`src/rtl/arb_pkg.sv`:
```
// Shared types and defaults for the two-port memory arbiter.
package arb_pkg;

   localparam int ADDR_W_DEF = 8;
   localparam int DATA_W_DEF = 8;
   localparam logic [7:0] CNT_MAX = 8'hFF;

   typedef enum logic [1:0] {
      IDLE  = 2'd0,
      ISSUE = 2'd1,
      RESP  = 2'd2
   } state_t;

   // 0 = CPU data port, 1 = loader/debug port
   typedef logic req_idx_t;

   function automatic req_idx_t onehot_to_idx(input logic [1:0] grant);
      return grant[1] & ~grant[0];
   endfunction

endpackage

```
`src/rtl/arb_pick.sv`:
```
// Two-way priority pick: one-hot grant from req, ties broken by prio.
module arb_pick
   import arb_pkg::*;
(
   input  logic [1:0] req,
   input  req_idx_t   prio,
   output logic [1:0] grant
);

   always_comb begin
      grant = req;
      if (req == 2'b11) grant = prio ? 2'b10 : 2'b01;
   end

endmodule

```
`src/rtl/mem_arbiter.sv`:
```
// Two-requester single-port memory arbiter, 3-cycle access (IDLE/ISSUE/RESP).
// Define ARB_ROUND_ROBIN_EN for alternating tie-break; default is fixed priority to port 0.
//
//   state | meaning
//   IDLE  | no access in flight; winner latched when any req is high
//   ISSUE | memory strobe driven from latched request
//   RESP  | memory data returned, ack pulsed to winner
module mem_arbiter
   import arb_pkg::*;
#(
   parameter int ADDR_W = ADDR_W_DEF,
   parameter int DATA_W = DATA_W_DEF
) (
   input  logic              CLK,
   input  logic              reset,
   input  logic [1:0]        req,
   input  logic [1:0]        we,
   input  logic [ADDR_W-1:0] addr0,
   input  logic [ADDR_W-1:0] addr1,
   input  logic [DATA_W-1:0] wdata0,
   input  logic [DATA_W-1:0] wdata1,
   output logic [1:0]        ack,
   output logic [DATA_W-1:0] rdata,
   output logic              mem_en,
   output logic              mem_we,
   output logic [ADDR_W-1:0] mem_addr,
   output logic [DATA_W-1:0] mem_wdata,
   input  logic [DATA_W-1:0] mem_rdata,
   output logic              busy,
   output logic [7:0]        cnt0,
   output logic [7:0]        cnt1
);

   state_t     state, state_nxt;
   req_idx_t   win;
   logic       lat_we;
   logic [1:0] grant;
   req_idx_t   prio;
   logic       take;

   assign take = (state == IDLE) && (|req);

   arb_pick u_pick (
      .req   (req),
      .prio  (prio),
      .grant (grant)
   );

`ifdef ARB_ROUND_ROBIN_EN
   // prio names the requester that wins the next tie; reset gives it to port 0
   req_idx_t prio_q;

   always_ff @(posedge CLK or negedge reset) begin
      if (!reset)    prio_q <= 1'b0;
      else if (take) prio_q <= ~onehot_to_idx(grant);
   end

   assign prio = prio_q;
`else
   assign prio = 1'b0;
`endif

   always_ff @(posedge CLK or negedge reset) begin
      if (!reset) state <= IDLE;
      else        state <= state_nxt;
   end

   always_comb begin
      state_nxt = state;
      busy      = 1'b1;
      mem_en    = 1'b0;
      mem_we    = 1'b0;
      ack       = 2'b00;
      rdata     = '0;
      case (state)
         IDLE: begin
            busy = 1'b0;
            if (|req) state_nxt = ISSUE;
         end
         ISSUE: begin
            mem_en    = 1'b1;
            mem_we    = lat_we;
            state_nxt = RESP;
         end
         RESP: begin
            ack       = win ? 2'b10 : 2'b01;
            rdata     = mem_rdata;
            state_nxt = IDLE;
         end
         default: state_nxt = IDLE;
      endcase
   end

   // mem_addr/mem_wdata are the latch registers themselves so they hold while idle
   always_ff @(posedge CLK or negedge reset) begin
      if (!reset) begin
         win       <= 1'b0;
         lat_we    <= 1'b0;
         mem_addr  <= '0;
         mem_wdata <= '0;
      end else if (take) begin
         win       <= onehot_to_idx(grant);
         lat_we    <= grant[1] ? we[1]  : we[0];
         mem_addr  <= grant[1] ? addr1  : addr0;
         mem_wdata <= grant[1] ? wdata1 : wdata0;
      end
   end

   always_ff @(posedge CLK or negedge reset) begin
      if (!reset) begin
         cnt0 <= 8'd0;
         cnt1 <= 8'd0;
      end else if (state == RESP) begin
         if (!win && cnt0 != CNT_MAX) cnt0 <= cnt0 + 8'd1;
         if (win && cnt1 != CNT_MAX)  cnt1 <= cnt1 + 8'd1;
      end
   end

endmodule

```
`config.mk`:
```
export PLATFORM = sky130hd
export DESIGN_NAME = mem_arbiter
export DESIGN_NICKNAME = d
export VERILOG_FILES = /design/src/rtl/arb_pkg.sv /design/src/rtl/arb_pick.sv /design/src/rtl/mem_arbiter.sv
export SDC_FILE = /design/constraint.sdc
export NUM_CORES = 1
export LEC_CHECK = 0
export CAP_MARGIN = 20
export CORE_ASPECT_RATIO = 1.5
export CORE_MARGIN = 2
export CORE_UTILIZATION = 25
export DETAILED_ROUTE_END_ITERATION = 8
export PLACE_DENSITY_LB_ADDON = 0.25
export RECOVER_POWER = 50
export SLEW_MARGIN = 25
export SYNTH_ARGS = -nofsm -noshare
export SYNTH_HDL_FRONTEND = slang
export SYNTH_SLANG_ARGS = --single-unit
export TNS_END_PERCENT = 10
```
`constraint.sdc`:
```
create_clock -name CLK -period 1.55 [get_ports CLK]
set_clock_uncertainty 0.1 [all_clocks]
set_input_delay 0.155 -clock CLK [delete_from_list [all_inputs] [get_ports CLK]]
set_output_delay 0.155 -clock CLK [all_outputs]
set_load 0.03 [all_outputs]
```
Word level (Yosys, flattened, before mapping)
Index checks and enable logic that the tools add are counted.
W data, S select, Z words.

word-level totals
  bits in registers = 36
  input bits = 46
  output and inout port bits = 45
  logic and storage cells = 37

operators by class
  $add $sub $neg = 2
  equal/unequal tests = 6
  muxes and demuxes = 12
  bitwise gates (word level) = 2
  reduce and logical (&&, ||, !) cells = 8

operator list
  operator               number
  $mux W8                3
  $add A8 B1 Y8 const B  2
  $ne A8 B8 Y1 const B   2
  $mux W2                4
  $eq A2 B2 Y1 const B   2
  $mux W1                4
  $pmux W2 S2            1
  $reduce_and A2 Y1      2
  $logic_and A1 B1 Y1    3
  $eq A2 B1 Y1 const B   1
  $logic_not A2 Y1       1
  $ne A2 B1 Y1 const B   1
  $reduce_or A2 Y1       1
  $and A1 B1 Y1          1
  $logic_not A1 Y1       1
  $not A1 Y1             1

Logic depth before layout (Yosys ltp)
  word-level depth = 4
  depth in mapped cells = 5
  mapped depth without buffers = 5

Modules after synthesis
From an unflattened synthesis, not the netlist that was laid out.

unflattened totals
  cell total of the unflattened synthesis = 168
  area, all modules = 1770.4 um2

modules (own cells, without submodules)
  module       instances  cells each  area an instance (um2)  seq. area each (um2)
  mem_arbiter  1          165         1751.7                  900.9
  arb_pick     1          3           18.8                    0.0

Least setup slack after synthesis
OpenSTA, ideal clock, no wires.

  path kind = register to register
  from = register state[0]
  to = register cnt0[6]
  setup time = 0.125 ns
  arrival = 1.663 ns
  required time = 1.325 ns
  slack = -0.338 ns
  stages on the path, launching flop included = 5
  buffers on the path = 0
  clock period less this slack = 1.888 ns
  cells stage by stage = dfrtp_1 nor3b_2 nand4_1 nor2_1 mux2_2

between the ends
  word-level cells in the longest chain between the ends = 2

RTL lines
  what                                line                source
  start: declaration                  mem_arbiter.sv:34   state_t state, state_nxt;
  start signal: assignment            mem_arbiter.sv:65   else state <= state_nxt;
  $eq A2 B2 Y1                        mem_arbiter.sv:113  end else if (state == RESP) begin
  $reduce_and A2 Y1 (no source line)  --
  end signal: assignment              mem_arbiter.sv:114  if (!win && cnt0 != CNT_MAX) cnt0 <= cnt0 + 8'd1;
  end: declaration                    mem_arbiter.sv:30   output logic [7:0] cnt0,

Every way passes these cells.
A chain may end at the register's enable or synchronous reset.

Worst setup path in the final report
Ends and elaborated chain as after synthesis.

==> impl_metrics.tcl <==
set metrics [dict create \
    status "finished, violations left" \
    violations "setup timing" \
    antenna_found_initial 0 \
    cts-root-buf "clkbuf_8" \
    p_total_mw 5.21 \
    wirelength_um 4490 \
    die-area_mm2 0.00774 \
    tightest_slew_ns 0.471 \
    cell_internal_pwr_mw 2.95 \
    fillers 674 \
    netlist_instances 171 \
    synth_edf_count 0 \
    hold_viol_final 0 \
    max_slew_margin_pct 68.6 \
    rsz0062_at_grt "yes" \
    groute.usage.overall_pct 12.3 \
    synth_top_flop_cell "dfrtp_1" \
    path_clk_slew_ns 0.07 \
    gp_congestion 0.715 \
    critical_path_class "flip-flop to flip-flop" \
    ioPinCount 91 \
    postRouteAntennaNets 0 \
    drtIter0Drc 41 \
    ys_ff_latch 36 \
    die_w_um 72.5 \
    core-area_mm2 0.00685 \
    grt_pass1_vias 1653 \
    cp_data_required_time_ns 1.62 \
    final_core_util_pct 45.4 \
    crit_fanout 5 \
    dp_hpwl_um 3500 \
    grt_pass1_wl_um 7440 \
    syn_to_final_growth_pct 76.7 \
    async_flop_share_pct 100 \
    p_per_area_mw_per_mm2 1680 \
    chipHeight_um 107 \
    leakage_nw 1.55 \
    drv_cap 0 \
    synth_most_common_cell "dfrtp_1" \
    vias_per_cell 4.46 \
    cts_tree "built" \
    synth.avg_cell_area_um2 10.3 \
    post_drt_wl_per_cell_um 12.2 \
    min_period_ns 1.65 \
    numCtsBuffers 5 \
    slew_violations 0 \
    finalNetCount 338 \
    period_share_pct 106 \
    htree_levels 2 \
    ys_seq_area_share_pct 51.2 \
    rows 37 \
    io_buffer_count 90 \
    irDropWorstVdd_mv 0.812 \
    fmax_mhz 607 \
    clock_latency_ns 0.28 \
    synth_nets 219 \
    seqPwrFrac_pct 30.8 \
    first_pass_iters 4 \
    whs_ns 0.187 \
    switching_share_pct 43.4 \
    dp.cells 357 \
    cts_buffer_depth 2 \
    synth_cell_types 31 \
    synth_area_mm2 0.00176 \
    synth_top_area_share_pct 51.2 \
    finalNonFillerCells 369 \
    synth_area_leader_cell "dfrtp_1" \
    drc 0 \
    insertedDiodeCount 0 \
    layout-drive-gt1-share_pct 26.5 \
    ys_warn_count 0 \
    finalSetupTns_ns -0.827 \
    hp-class "input port to asynchronous set/reset pin" \
    cp-start-kind "flip-flop" \
    yosys-top-cells-count "dfrtp_1 (36), nand2_1 (25), o21ai_0 (19), mux2i_1 (18), and2_1 (11)" \
    end_kind "flip-flop" \
    cts_sinks 36 \
    grt-ovfl-total 0 \
    p_clk_share_pct 13.2 \
    combPwrFrac_pct 56.0 \
    worst_slack_ns -0.0963 \
    netlist_top_cells_area "dfrtp_1 (51%), mux2i_1 (10%), o21ai_0 (5.4%), nand2_1 (5.3%), and2_1 (3.9%)" \
    grt_max_degree 30 \
    switchingPower_mw 2.26 \
    cp.arrival_ns 1.72 \
    vias 1646 \
    start_util_pct 25.7 \
    setup_violations 16 \
]
==> layout by cell type (no fill, tap or decap), drive strengths merged, types with 3 or more instances in the layout <==
cell	n
mux2i	18
dlygate4sd2	32
nand4	6
mux2	6
and2	11
nor2b	3
nand3	3
xnor2	3
dfrtp	36
clkbuf	12
nand2	25
a21oi	6
inv	4
o21ai	22
nor2	6
buf	35
clkdlybuf4s50	44
xor2	3
==> sequential cells by signal (all words and copies together), names as in the netlist <==
signal,cells
cnt1,8
win,1
lat_we,1
mem_wdata,8
cnt0,8
mem_addr,8
state,2
==> critical path: stages (launching register included) <==
cell,delay (ns)
dfrtp_2,0.45
buf_4,0.15
nor3b_4,0.20
nand4_1,0.17
nor2_2,0.15
mux2_4,0.31
==> what timing repair did <==
item,CTS,global route
buffers inserted,3,0
hold endpoints to repair,36,0
setup endpoints to repair,50,25
gates cloned,0,0
pin swaps,10,5
gates resized for setup,57,14
hold buffers,1,0
==> stage by stage <==
stage	setup WS, ns	cell area [µm²]
4_1_cts	-0.116	3090
5_1_grt	-0.172	3110
2_1_floorplan	-0.165	1770
3_5_place_dp	-0.0431	2930
6_report	-0.0963	3110
3_3_place_gp	0.00103	2930
==> final cells by class <==
class                           instances  area, µm²  area share (%)
Clock buffer                            6       82.6            2.66
Timing Repair Buffer                  118       1110            35.8
Tap cell                               78       97.6            3.14
Multi-Input combinational cell        125        887            28.5
Clock inverter                          2       10.0           0.322
Inverter                                4       15.0           0.483
Sequential cell                        36        903            29.1
==> power groups by stage <==
stage / Clock (mW) / Sequential [mW] / Combinational [mW]
after floorplan: 0 / 2.22 / 0.925
after global placement: 0 / 1.62 / 2.95
after detailed placement: 0 / 1.63 / 2.98
after CTS: 0.739 / 1.60 / 2.94
after global routing: 0.779 / 1.67 / 3.15
final: 0.689 / 1.60 / 2.92
==> final timing paths <==
kind                            slack, ns  cells after the start      endpoint         start
worst max-delay path                 -0.1                      5       cnt0[6]      state[0]
worst min-delay path                 0.19                      2           win         reset
worst max register to register       -0.1                      5       cnt0[6]      state[0]
worst min register to register       0.38                      2  mem_wdata[0]  mem_wdata[0]
max in group asynchronous            0.41                      3  mem_wdata[3]         reset
min in group CLK                     0.38                      2  mem_wdata[0]  mem_wdata[0]
==> kinds of logic (layout without fill, tap and decap cells) <==
kind of cell | after synthesis | count (layout) | share of synthesized area [%]
AOI/OAI and AO/OA | 28 | 28 | 7.97
xor gates and xnor gates | 6 | 6 | 2.99
adders and majority gates | 2 | 2 | 1.42
buffers and inverters | 10 | 130 | 2.35
DFF | 36 | 36 | 51.2
muxes | 24 | 24 | 14.3
and+or+nand+nor | 65 | 65 | 19.8
==> metal layers <==
layer	track usage [%]	share of wire (%)	up-vias
li1	-	-	821
met1	12.7	37	751
met4	3.57	1.4	0
met2	23.0	53	69
met3	4.14	8.6	5
met5	0	0	-
Note: power is estimated with default switching activity, not from simulation.
